File: src/rtl/joybus_multi_host.sv
// Round-robin JOYBUS poller: shares one tx/rx engine pair across NUM_CH ports, tracks
// per-channel connection and holds the latest controller word. Optional JOYBUS_PROBE_EN probes disconnected ports.
module joybus_multi_host #(
  parameter int NUM_CH              = 4,
  parameter int POLL_CYCLES         = 1250000,
  parameter int RESP_TIMEOUT_CYCLES = 2500,
  parameter int MISS_LIMIT          = 3
) (
  input  logic                                       clk,
  input  logic                                       rst,
  input  logic                                       en,
  input  logic                                       poll_now,
  output logic [$clog2(NUM_CH > 1 ? NUM_CH : 2)-1:0] ch_sel,
  output logic                                       cmd_rdy,
  output logic [7:0]                                 cmd_data,
  output logic [5:0]                                 rsp_bits,
  input  logic                                       tx_done,
  input  logic                                       rx_done,
  input  logic [31:0]                                rx_data,
  output logic [NUM_CH*32-1:0]                       cntlr_data,
  output logic [NUM_CH-1:0]                          cntlr_upd,
  output logic [NUM_CH-1:0]                          connected,
  output logic                                       round_done
);

  localparam int CW = $clog2(NUM_CH > 1 ? NUM_CH : 2);
  localparam int PW = $clog2(POLL_CYCLES > 1 ? POLL_CYCLES : 2);
  localparam int TW = $clog2(RESP_TIMEOUT_CYCLES > 1 ? RESP_TIMEOUT_CYCLES : 2);
  localparam int MW = $clog2(MISS_LIMIT + 1);

  localparam logic [CW-1:0] LAST_CH   = CW'(NUM_CH - 1);
  localparam logic [PW-1:0] POLL_LAST = PW'(POLL_CYCLES - 1);
  localparam logic [TW-1:0] RESP_LAST = TW'(RESP_TIMEOUT_CYCLES - 1);
  localparam logic [MW-1:0] MISS_MAX  = MW'(MISS_LIMIT);
  localparam logic [MW-1:0] MISS_EDGE = MW'(MISS_LIMIT - 1);

  typedef enum logic [2:0] {
    IDLE,
    SEND,
    WAIT_TX,
    WAIT_RX,
    NEXT
  } state_t;

  state_t         state, state_next;
  logic [PW-1:0]  ivl;
  logic [TW-1:0]  tcnt;
  logic           timeout;
  logic [31:0]    slot [NUM_CH];
  logic [MW-1:0]  miss [NUM_CH];

  assign timeout = (tcnt == RESP_LAST);

`ifdef JOYBUS_PROBE_EN
  // A disconnected port gets a status probe instead of a full poll.
  logic probe;
  assign probe = !connected[ch_sel];
`endif

  always_comb begin
    for (int i = 0; i < NUM_CH; i++) cntlr_data[i*32 +: 32] = slot[i];
  end

  always_ff @(posedge clk) begin
    if (rst) state <= IDLE;
    else     state <= state_next;
  end

  always_comb begin
    state_next = state;
    cmd_rdy    = 1'b0;
    cmd_data   = 8'h00;
    rsp_bits   = 6'd0;
    round_done = 1'b0;
    case (state)
      IDLE: begin
        if (en && (ivl == POLL_LAST || poll_now)) state_next = SEND;
      end
      SEND: begin
        cmd_rdy  = 1'b1;
`ifdef JOYBUS_PROBE_EN
        cmd_data = probe ? 8'h00 : 8'h01;
        rsp_bits = probe ? 6'd24 : 6'd32;
`else
        cmd_data = 8'h01;
        rsp_bits = 6'd32;
`endif
        state_next = WAIT_TX;
      end
      WAIT_TX: begin
        if (tx_done) state_next = WAIT_RX;
      end
      WAIT_RX: begin
        if (rx_done || timeout) state_next = NEXT;
      end
      NEXT: begin
        if (ch_sel == LAST_CH) begin
          round_done = 1'b1;
          state_next = IDLE;
        end else begin
          state_next = SEND;
        end
      end
      default: state_next = IDLE;
    endcase
  end

  always_ff @(posedge clk) begin
    if (rst) begin
      ivl       <= '0;
      tcnt      <= '0;
      ch_sel    <= '0;
      cntlr_upd <= '0;
      connected <= '0;
      for (int i = 0; i < NUM_CH; i++) begin
        slot[i] <= '0;
        miss[i] <= '0;
      end
    end else begin
      cntlr_upd <= '0;

      // Interval counter only runs while idling with polling enabled.
      if (state == IDLE && en && state_next == IDLE) ivl <= ivl + 1'b1;
      else                                           ivl <= '0;

      if (state == WAIT_RX) tcnt <= tcnt + 1'b1;
      else                  tcnt <= '0;

      if (state == NEXT) begin
        if (ch_sel == LAST_CH) ch_sel <= '0;
        else                   ch_sel <= ch_sel + 1'b1;
      end

      if (state == WAIT_RX) begin
        // A response arriving on the timeout cycle still counts.
        if (rx_done) begin
          miss[ch_sel]      <= '0;
          connected[ch_sel] <= 1'b1;
`ifdef JOYBUS_PROBE_EN
          if (!probe) begin
            slot[ch_sel]      <= rx_data;
            cntlr_upd[ch_sel] <= 1'b1;
          end
`else
          slot[ch_sel]      <= rx_data;
          cntlr_upd[ch_sel] <= 1'b1;
`endif
        end else if (timeout) begin
          if (miss[ch_sel] != MISS_MAX) miss[ch_sel] <= miss[ch_sel] + 1'b1;
          if (miss[ch_sel] >= MISS_EDGE) begin
            connected[ch_sel] <= 1'b0;
            slot[ch_sel]      <= '0;
          end
        end
      end
    end
  end

endmodule

File: config.mk
export PLATFORM = sky130hd
export DESIGN_NAME = joybus_multi_host
export DESIGN_NICKNAME = d
export VERILOG_FILES = /design/src/rtl/joybus_multi_host.sv
export SDC_FILE = /design/constraint.sdc
export NUM_CORES = 1
export LEC_CHECK = 0
export CAP_MARGIN = 20
export CORE_AREA = 2 2 96 168
export CTS_CLUSTER_DIAMETER = 30
export DETAILED_ROUTE_END_ITERATION = 16
export DIE_AREA = 0 0 98 170
export PLACE_DENSITY = 0.8
export SYNTH_ARGS = -nofsm -noshare
export SYNTH_HDL_FRONTEND = slang
export SYNTH_SLANG_ARGS = --single-unit
File: constraint.sdc
create_clock -name clk -period 10.32 [get_ports clk]
set_input_delay 2.58 -clock clk [delete_from_list [all_inputs] [get_ports clk]]
set_output_delay 2.58 -clock clk [all_outputs]
set_load 0.01 [all_outputs]
==> metrics.log <==
[metrics] ant diodes: 0
[metrics] share of power burned in combinational logic: 6.3%
[metrics] power density over the cells: 156 nW/um^2
[metrics] vias in the first global route: 5368
[metrics] maximum clock frequency: 192 MHz
[metrics] Post-Syn Area per Cell: 12.9 um^2
[metrics] sum of routed wire length over all layers: 18100 um
[metrics] Internal Power: 1210 uW
[metrics] category of the most critical setup path: primary input to register
[metrics] Setup Fix Bufs, Post-CTS: 0
[metrics] maximum level of the CTS H-tree: 4
[metrics] most frequently used cell type in the post-synthesis netlist: sky130_fd_sc_hd__edfxtp_1
[metrics] residual antenna-violating net count after detailed routing: 0
[metrics] routed wirelength normalized by instance count: 19.0 um
[metrics] share of the cycle needed by the critical path after routing: 50.5%
[metrics] skew final: 0.0171 ns
[metrics] leading register cell type out of synthesis: sky130_fd_sc_hd__edfxtp_1
[metrics] fraction of final layout cells sized beyond drive strength 1: 7.98%
[metrics] arithmetic-cell share of the synthesized area counting full adders, half adders and majority gates: 1.33%
[metrics] summed instance area of the synthesized netlist: 7500 um^2
[metrics] number of rows in the core area: 60
[metrics] vias per inst: 5.59
[metrics] DRC violation count after routing: 0
[metrics] post-synthesis cell type with the largest combined area: sky130_fd_sc_hd__edfxtp_1
[metrics] worst hold start: tcnt[0]$_SDFF_PP0_
[metrics] global-route wire length before repair: 28200 um
[metrics] overall die width: 98 um
[metrics] outcome: completed
[metrics] mux contribution to synthesized area: 0.700%
[metrics] number of distinct library cells after synthesis: 47
[metrics] Fill cells: 1118
[metrics] async set-or-reset flop fraction in the synthesized netlist: 0%
[metrics] initial antenna violation count: 2
[metrics] count of routing violations after the opening detailed-route iteration: 291
[metrics] number of synthesized flops with an enable pin: 136
[metrics] floorplan die area: 16700 um^2
[metrics] Simple-Gate Fraction of Synth Area: 20.6%
[metrics] leakage power figure: 0.00379 uW
[metrics] Gates resized, CTS repair: 0
[metrics] commonest cells in the netlist: 136 x sky130_fd_sc_hd__edfxtp_1, 70 x sky130_fd_sc_hd__and3_1, 66 x sky130_fd_sc_hd__and2_1
[metrics] Sinks on Clock Net: 184
[metrics] count of port buffers added during placement: 179
[metrics] Clk Latency, worst-skew pair: 0.43 ns
[metrics] clock transition at the registers of the reported paths: 0.07 ns
[metrics] CP required: 10.36 ns
[metrics] Std-Cell Core Area: 15200 um^2
[metrics] clock share of power: 41.5%
[metrics] post-synthesis register bit count: 184
[metrics] share of the synthesized area in compound gates (AO/OA/AOI/OAI): 4.27%
[metrics] Total Power: 1570 uW
[metrics] Warnings, synthesis: 0
[metrics] clock tree from TritonCTS: done
[metrics] area fraction of the dominant cell type after synthesis: 54.4%
[metrics] die outline height: 170 um
[metrics] HPWL after detailed placement: 12600 um
[metrics] Max Cap Violations: 0
[metrics] hold violation total from the final report: 0
[metrics] number of primary I/O pins: 192
[metrics] transition time at the pin with the least slew margin: 1.04 ns
[metrics] layout overhead on the synthesized area: 34.5%
[metrics] final layout net count: 797
[metrics] Initial Util: 49.2%
[metrics] max-slew violation count: 0
[metrics] maximum root-to-sink buffer count: 2
[metrics] total congestion overflow: 0
[metrics] gr usage total: 21.8%
[metrics] clock tree root buffer cell: sky130_fd_sc_hd__clkbuf_16
[metrics] via count: 5313
[metrics] Startpoint Class: primary input
[metrics] share of synthesized area occupied by flip-flops and latches: 67.2%
[metrics] CP Capture Type: register
[metrics] gp weighted congestion: 0.792
[metrics] combinational family with the most area after synthesis: simple AND/OR/NAND/NOR gates
[metrics] setup repair after global routing missed its margin: false
[metrics] final total negative setup slack: 0 ns
[metrics] startpoint of the most critical setup path: rst
[metrics] gate count after technology mapping: 581
[metrics] Post-Synth XOR/XNOR Area: 2.10%
[metrics] switch share: 23.0%
[metrics] maximum number of pins on one net before global-route repair: 44
[metrics] peak supply drop: 0.000122 V
[metrics] Arrival @ worst endpoint: 5.25 ns
[metrics] Final setup viols: 0
[metrics] Slew headroom: 30.7%
[metrics] clock buffers created by TritonCTS: 17
[metrics] sequential power share: 52.2%
[metrics] NetSw: 361 uW
[metrics] leading post-synthesis cells by cell area: sky130_fd_sc_hd__edfxtp_1 54%, sky130_fd_sc_hd__dfxtp_1 13%, sky130_fd_sc_hd__and3_1 5.8%
[metrics] worst hold-check path type: register to register
[metrics] First-pass DRT Iterations: 5
[metrics] hold-fix buffers at CTS: 0
[metrics] Crit Path Max Fanout: 41
[metrics] Period minus WS final: 5.22 ns
-- per-stage QoR --
step           worst slack, ns  std cells  cell area (um^2)  util (%)  hold slack [ns]
5_1_grt                   4.94        950             10100      66.2            0.481
3_5_place_dp              4.61        914              9420      61.8            0.454
4_1_cts                   5.05        946             10000      65.7            0.468
2_1_floorplan             4.37        592              7540         -            0.426
3_3_place_gp              4.81        914              9420      61.8            0.435
6_report                  5.10        950             10100      66.2            0.468
-- kinds of logic (layout without fill, tap and decap cells) --
| family | after synthesis | count (layout) |
|---|---|---|
| buffers and inverters | 58 | 230 |
| DFF | 184 | 184 |
| AOI/OAI and AO/OA | 46 | 46 |
| xor gates and xnor gates | 18 | 18 |
| adders and majority gates | 8 | 8 |
| and+or+nand+nor | 262 | 262 |
| muxes | 4 | 4 |
| other | 1 | 12 |
-- worst paths after layout --
check | depth (start not counted) | slack (ns) | to
worst max-delay path | 4 | 5.10 | slot[0][23]$_SDFFCE_PN0P_
worst min-delay path | 1 | 0.47 | tcnt[0]$_SDFF_PP0_
worst max register to register | 7 | 6.86 | slot[0][23]$_SDFFCE_PN0P_
worst min register to register | 1 | 0.47 | tcnt[0]$_SDFF_PP0_
-- flip-flops by register name, indices dropped and copies added, names as in the netlist, named ones only --
name and cells:
slot 128, ivl 21, tcnt 12, miss 8, cntlr_upd 4, state 3, ch_sel 2
-- power by group through the flow --
stage,Clock [uW],Combinational [uW],Sequential (uW)
floorplan,0,25.5,845
global placement,0,95.4,835
detailed placement,0,97.8,836
CTS,658,98.3,820
global route,693,104,821
finish,652,99.0,819
-- final cells by class --
class                      count  area [um^2]  area share (%)
clock inverter                14          169            1.67
sequential                   184         5040            50.0
multi-input combinational    350         2280            22.6
inverter                      11         41.3           0.409
timing repair buffer         187         1890            18.7
clock buffer                  18          429            4.25
tap                          186          233            2.31
-- routing by layer --
| metal | share of wire (%) | vias to the layer above | global-route usage [%] |
|---|---|---|---|
| met2 | 56 | 249 | 39.8 |
| met5 | 0.072 | - | 0 |
| li1 | - | 2445 | - |
| met4 | 3.4 | 2 | 9.60 |
| met3 | 6.5 | 41 | 5.30 |
| met1 | 34 | 2576 | 23.8 |
-- cell usage in the layout, fill, tap and decap left out, drive strengths merged, types with 12 or more instances in the layout --
master         count
inv               20
nand4             12
conb              12
nor2              24
clkbuf            18
and2              66
nand3             13
edfxtp           136
nor3              23
and3              71
dfxtp             48
nand2             19
clkdlybuf4s50    179
-- worst max-delay path, cell delays in order --
cell	delay, ns
sky130_fd_sc_hd__clkdlybuf4s50_1	0.61
sky130_fd_sc_hd__and4bb_2	0.94
sky130_fd_sc_hd__nand2_1	0.23
sky130_fd_sc_hd__o21ai_4	0.87
Power figures use the tool's default switching activity.
